**src/rtl/div_unit.sv**
```systemverilog
// Iterative restoring DIV/DIVU: quotient -> LO, remainder -> HI. Optional macro: DIV_EARLY_OUT_EN.
// Latency WIDTH+1 cycles from start (divide-by-zero 2; early-out 1 when the macro is defined).
// No queueing: start is only sampled in IDLE, so EX holds its stall while busy is high.
module div_unit #(
    parameter int WIDTH = 32,
    parameter int CNT_W = $clog2(WIDTH) + 1
) (
    input  logic             clk,
    input  logic             reset,
    input  logic             start,
    input  logic             annul,
    input  logic             signed_en,
    input  logic [WIDTH-1:0] dividend,
    input  logic [WIDTH-1:0] divisor,
    output logic             busy,
    output logic             ready,
    output logic [WIDTH-1:0] quotient,
    output logic [WIDTH-1:0] remainder,
    output logic             div_by_zero
);

    typedef enum logic [1:0] {
        S_IDLE,
        S_DIVZERO,
        S_ON,
        S_END
    } state_t;

    state_t             state_q, state_d;
    logic [CNT_W-1:0]   cnt_q, cnt_d;
    logic [2*WIDTH:0]   part_q, part_d;
    logic [WIDTH-1:0]   dvsr_q, dvsr_d;
    logic               sgn_q, sgn_d;
    logic               neg_a_q, neg_a_d;
    logic               neg_b_q, neg_b_d;
    logic [WIDTH-1:0]   quot_q, quot_d;
    logic [WIDTH-1:0]   rem_q, rem_d;
    logic               dbz_q, dbz_d;

    logic               neg_a_in, neg_b_in;
    logic [WIDTH-1:0]   mag_a_in, mag_b_in;
    logic [2*WIDTH:0]   shifted, step_res;
    logic [WIDTH:0]     trial;
    logic [WIDTH-1:0]   q_fix, r_fix;
    logic               step_unused;

    assign neg_a_in = signed_en & dividend[WIDTH-1];
    assign neg_b_in = signed_en & divisor[WIDTH-1];
    assign mag_a_in = neg_a_in ? -dividend : dividend;
    assign mag_b_in = neg_b_in ? -divisor : divisor;

    // One restoring step; a borrow in trial's top bit means the subtraction is undone.
    assign shifted  = part_q << 1;
    assign trial    = shifted[2*WIDTH:WIDTH] - {1'b0, dvsr_q};
    assign step_res = trial[WIDTH] ? shifted : {trial, shifted[WIDTH-1:1], 1'b1};

    // The restored upper part is always below the divisor, so its top bit is zero.
    assign step_unused = step_res[2*WIDTH];

    assign q_fix = (sgn_q & (neg_a_q ^ neg_b_q)) ? -step_res[WIDTH-1:0] : step_res[WIDTH-1:0];
    assign r_fix = (sgn_q & neg_a_q) ? -step_res[2*WIDTH-1:WIDTH] : step_res[2*WIDTH-1:WIDTH];

    always_comb begin
        state_d = state_q;
        cnt_d   = cnt_q;
        part_d  = part_q;
        dvsr_d  = dvsr_q;
        sgn_d   = sgn_q;
        neg_a_d = neg_a_q;
        neg_b_d = neg_b_q;
        quot_d  = quot_q;
        rem_d   = rem_q;
        dbz_d   = dbz_q;

        case (state_q)
            S_IDLE: begin
                if (start && !annul) begin
                    sgn_d   = signed_en;
                    neg_a_d = neg_a_in;
                    neg_b_d = neg_b_in;
                    dvsr_d  = mag_b_in;
                    part_d  = {{(WIDTH+1){1'b0}}, mag_a_in};
                    cnt_d   = '0;
                    if (divisor == '0) begin
                        state_d = S_DIVZERO;
                    end
`ifdef DIV_EARLY_OUT_EN
                    else if (mag_a_in < mag_b_in) begin
                        state_d = S_END;
                        quot_d  = '0;
                        rem_d   = dividend;
                        dbz_d   = 1'b0;
                    end
`endif
                    else begin
                        state_d = S_ON;
                    end
                end
            end
            S_DIVZERO: begin
                if (annul) begin
                    state_d = S_IDLE;
                end else begin
                    state_d = S_END;
                    quot_d  = '0;
                    rem_d   = '0;
                    dbz_d   = 1'b1;
                end
            end
            S_ON: begin
                if (annul) begin
                    state_d = S_IDLE;
                end else begin
                    part_d = step_res;
                    cnt_d  = cnt_q + CNT_W'(1);
                    if (cnt_q == CNT_W'(WIDTH - 1)) begin
                        state_d = S_END;
                        quot_d  = q_fix;
                        rem_d   = r_fix;
                        dbz_d   = 1'b0;
                    end
                end
            end
            S_END: begin
                state_d = S_IDLE;
            end
            default: begin
                state_d = S_IDLE;
            end
        endcase
    end

    always_ff @(posedge clk or negedge reset) begin
        if (!reset) begin
            state_q <= S_IDLE;
            cnt_q   <= '0;
            part_q  <= '0;
            dvsr_q  <= '0;
            sgn_q   <= 1'b0;
            neg_a_q <= 1'b0;
            neg_b_q <= 1'b0;
            quot_q  <= '0;
            rem_q   <= '0;
            dbz_q   <= 1'b0;
        end else begin
            state_q <= state_d;
            cnt_q   <= cnt_d;
            part_q  <= part_d;
            dvsr_q  <= dvsr_d;
            sgn_q   <= sgn_d;
            neg_a_q <= neg_a_d;
            neg_b_q <= neg_b_d;
            quot_q  <= quot_d;
            rem_q   <= rem_d;
            dbz_q   <= dbz_d;
        end
    end

    assign busy        = (state_q != S_IDLE);
    assign ready       = (state_q == S_END);
    assign quotient    = quot_q;
    assign remainder   = rem_q;
    assign div_by_zero = dbz_q;

endmodule

```
**config.mk**
```make
export PLATFORM = sky130hd
export DESIGN_NAME = div_unit
export DESIGN_NICKNAME = d
export VERILOG_FILES = /design/src/rtl/div_unit.sv
export SDC_FILE = /design/constraint.sdc
export NUM_CORES = 1
export LEC_CHECK = 0
export ABC_CLOCK_PERIOD_IN_PS = 8100
export CAP_MARGIN = 20
export CORE_MARGIN = 1.5
export CORE_UTILIZATION = 50
export CTS_CLUSTER_DIAMETER = 60
export DETAILED_ROUTE_END_ITERATION = 10
export DONT_BUFFER_PORTS = 1
export GPL_TIMING_DRIVEN = 0
export HOLD_SLACK_MARGIN = 0.03
export SLEW_MARGIN = 30
export SYNTH_ARGS = -nofsm -noshare
export SYNTH_HDL_FRONTEND = slang
export SYNTH_SLANG_ARGS = --single-unit
export TNS_END_PERCENT = 50
```
**constraint.sdc**
```tcl
create_clock -name clk -period 8.1 [get_ports clk]
set_input_delay 0.81 -clock clk [delete_from_list [all_inputs] [get_ports clk]]
set_output_delay 0.81 -clock clk [all_outputs]
set_load 0.02 [all_outputs]
```
==> run_results.csv <==
group,metric,value,unit
run_status,outcome,"complete, no violations",
worst_setup_path,reg2regPathDepth,24,
power,clockPowerShare,0.138,
floorplan,fp.dieW,159,µm
power,switchingPower,3.46,mW
drt,via_per_inst,6.04,
placement,numPortBuffers,0,
yosys,ys_warn_count,0,
yosys,synth_edf_count,0,
clocking,path_clk_slew,0.08,ns
floorplan,ios,136,
clocking,cts_setup_buffers,0,
yosys,netlist_area,12100,µm²
global_routing,grt_max_degree,173,
timing,fmax,0.150,GHz
timing,slew_headroom,0.328,
drt,drc,0,
global_routing,antenna_found_initial,0,
clocking,clock_path_buffers,2,
worst_setup_path,critPathLaunchType,"flip-flop",
timing,maxSlewViolCount,0,
drt,wl_per_cell,20.2,µm
drt,drt_iter0_markers,1091,
clocking,clock_latency,0.45,ns
yosys,yosysMostFrequentCell,"nand2_1",
global_routing,gr-usage-all-layers,0.302,
timing,setup_tns,0,ns
finish,area_growth,8.55,%
yosys,synth_top_area_cell,"dfrtp_1",
clocking,cts_hold_buf,0,
yosys,synthArstFlopShare,1.00,
floorplan,initial_core_util,0.513,
drt,ant_nets,0,
power,swShare,0.532,
yosys,synth-seq-area-share,0.355,
worst_setup_path,r2r_slack,1.42,ns
finish,drive_gt1_frac,0.0486,
power,p_leak,5.50,nW
timing,worst_pin_slew,1.00,ns
power,pwr-share-seq,0.257,
drt,dr.pass1.iters,6,
global_routing,grt_pass1_vias,10600,
worst_setup_path,worstPathArrival,6.99,ns
floorplan,die_h,159,µm
worst_setup_path,path_max_fanout,10,
floorplan,design.core.area,23600,µm²
timing,setup_viol,0,
clocking,clock-sinks,172,
power,pwr_density_cell,495,nW/µm²
timing,hold_viol_final,0,
drt,finalWirelength,37600,µm
yosys,synthesis.nets,1622,
power,power.share.combinational,0.605,
drt,vias,11200,
placement,hpwlAfterDp,28900,µm
finish,num-nets-final,1641,
timing,fin_skew,0.0172,ns
placement,gp_congestion,0.928,
floorplan,rows,56,
power,intPower,3.05,mW
worst_setup_path,rr_endpoint,"remainder[28]",
yosys,synth_top_area_frac,0.355,
floorplan,dieArea,25200,µm²
timing,rsz0062_at_grt,"no",
clocking,cts_made_buffers,17,
power,ir_worst_vdd,0.000172,V
timing,min_period,6.68,ns
yosys,syn_inst,1511,
global_routing,grt_pass1_wl,58000,µm
clocking,cts_root_buffer,"clkbuf_16",
global_routing,gr-total-overflow,0,
worst_setup_path,required,8.41,ns
worst_setup_path,reg2reg_from,"part_q[31]",
worst_setup_path,end_kind,"flip-flop",
worst_hold_path,hp-class,"input port to async pin",
power,power.total,6.50,mW
flow_run,maxCapViolations,0,
yosys,syn_avg_cell_area,8.01,µm²
timing,fin_crit_sh,0.825,
yosys,ys_types,78,
finish,n_antenna_cell,0,
yosys,ys_ff_latch,172,
finish,final_util,0.557,
yosys,synth_area_leaders,"dfrtp_1 36%, o21ai_0 8.8%, nand2_1 6.8%",
clocking,ctsResizeCount,0,
worst_setup_path,worst-setup-path-type,"flip-flop to flip-flop",
clocking,cts_tree,"done",
yosys,synth_common_cells,"218 x nand2_1, 213 x o21ai_0, 172 x dfrtp_1",
clocking,htreeDepth,4,
yosys,synthFlopType,"dfrtp_1",
[worst max path at each step]
| stage | from | end |
|---|---|---|
| 6_report | part_q[31] | remainder[28] |
| 5_1_grt | part_q[31] | remainder[28] |
| 4_1_cts | part_q[31] | remainder[28] |
| 3_5_place_dp | part_q[31] | remainder[28] |
| 3_3_place_gp | part_q[31] | quotient[30] |
| 2_1_floorplan | part_q[31] | remainder[28] |
[state kept, by name, indices dropped and copies added, names as in the netlist]
| name | cells |
|---|---|
| cnt_q | 6 |
| div_by_zero | 1 |
| dvsr_q | 32 |
| neg_a_q | 1 |
| neg_b_q | 1 |
| part_q | 64 |
| quotient | 32 |
| remainder | 32 |
| sgn_q | 1 |
| state_q | 2 |
[power groups by stage]
stage / clock (mW) / sequential [mW] / combinational [mW]
final: 0.896 / 1.67 / 3.93
after global routing: 0.938 / 1.73 / 4.30
after CTS: 0.903 / 1.67 / 3.86
after detailed placement: 0 / 1.69 / 3.84
after global placement: 0 / 1.67 / 3.80
after floorplan: 0 / 1.57 / 2.84
[critical path, cell delays in order, from the launching register on]
cell and delay [ns]:
dfrtp_1 0.46, inv_1 0.16, ha_1 0.22, inv_1 0.07, fa_1 0.47, a211oi_1 0.36, o211a_1 0.30, or4b_4 0.21
a211oi_4 0.07, nor3_2 0.62, nor2_8 0.09, inv_2 0.15, buf_2 0.28, buf_4 0.26, buf_2 0.27, o21ai_0 0.11
inv_1 0.10, ha_1 0.29, nand2b_1 0.08, or4_1 0.49, nor4_1 0.38, mux2i_1 0.32, o41ai_1 0.42, xor2_1 0.27
o21ai_0 0.11
[cell type report]
| type | count | area, µm² |
|---|---|---|
| multi-input combinational | 1207 | 7290 |
| buffer | 79 | 324 |
| sequential | 172 | 4300 |
| fill | 2296 | 10500 |
| tap | 319 | 399 |
| inverter | 53 | 199 |
| clock inverter | 14 | 198 |
| clock buffer | 18 | 429 |
[per-layer routing]
layer,track usage,up-vias,share of wire
li1,-,5411,-
met1,0.461,5367,0.49
met2,0.445,419,0.42
met3,0.0408,45,0.073
met4,0.0757,0,0.016
met5,0,-,0
[kinds of logic after synthesis]
logic type                 synth area share
buffers and inverters                0.0432
xor gates and xnor gates             0.0984
AOI/OAI and AO/OA                     0.231
muxes                                0.0301
and+or+nand+nor                       0.198
DFF                                   0.355
adders and majority gates            0.0440
[stage by stage]
step | instances | setup slack (ns) | area, µm² | hold slack (ns)
floorplan | 1511 | 3.16 | 12100 | 0.450
global placement | 1830 | 1.62 | 12500 | 0.462
detailed placement | 1830 | 1.57 | 12500 | 0.472
CTS | 1862 | 1.57 | 13100 | 0.0525
global route | 1862 | 1.29 | 13100 | 0.0495
finish | 1862 | 1.42 | 13100 | 0.0603
[cells in the final DEF (no fill, tap or decap), types with 11 or more instances in the layout]
master and count:
nand3_1 20, nor4_1 18, xor2_1 68, buf_2 12, o21ai_0 213, a211oi_1 11
dfrtp_1 172, a21oi_1 120, nor3_1 35, nor2_1 116, inv_1 52, nand2_1 218
clkbuf_1 62, xnor2_1 68, ha_1 41, o22ai_1 16, nand4_1 12, and2_1 12
or3_1 17, o41ai_1 11, mux2i_1 33, clkbuf_16 17, a31oi_1 15, o31ai_1 17
o21a_1 11
(Power assumes the default switching activity.)
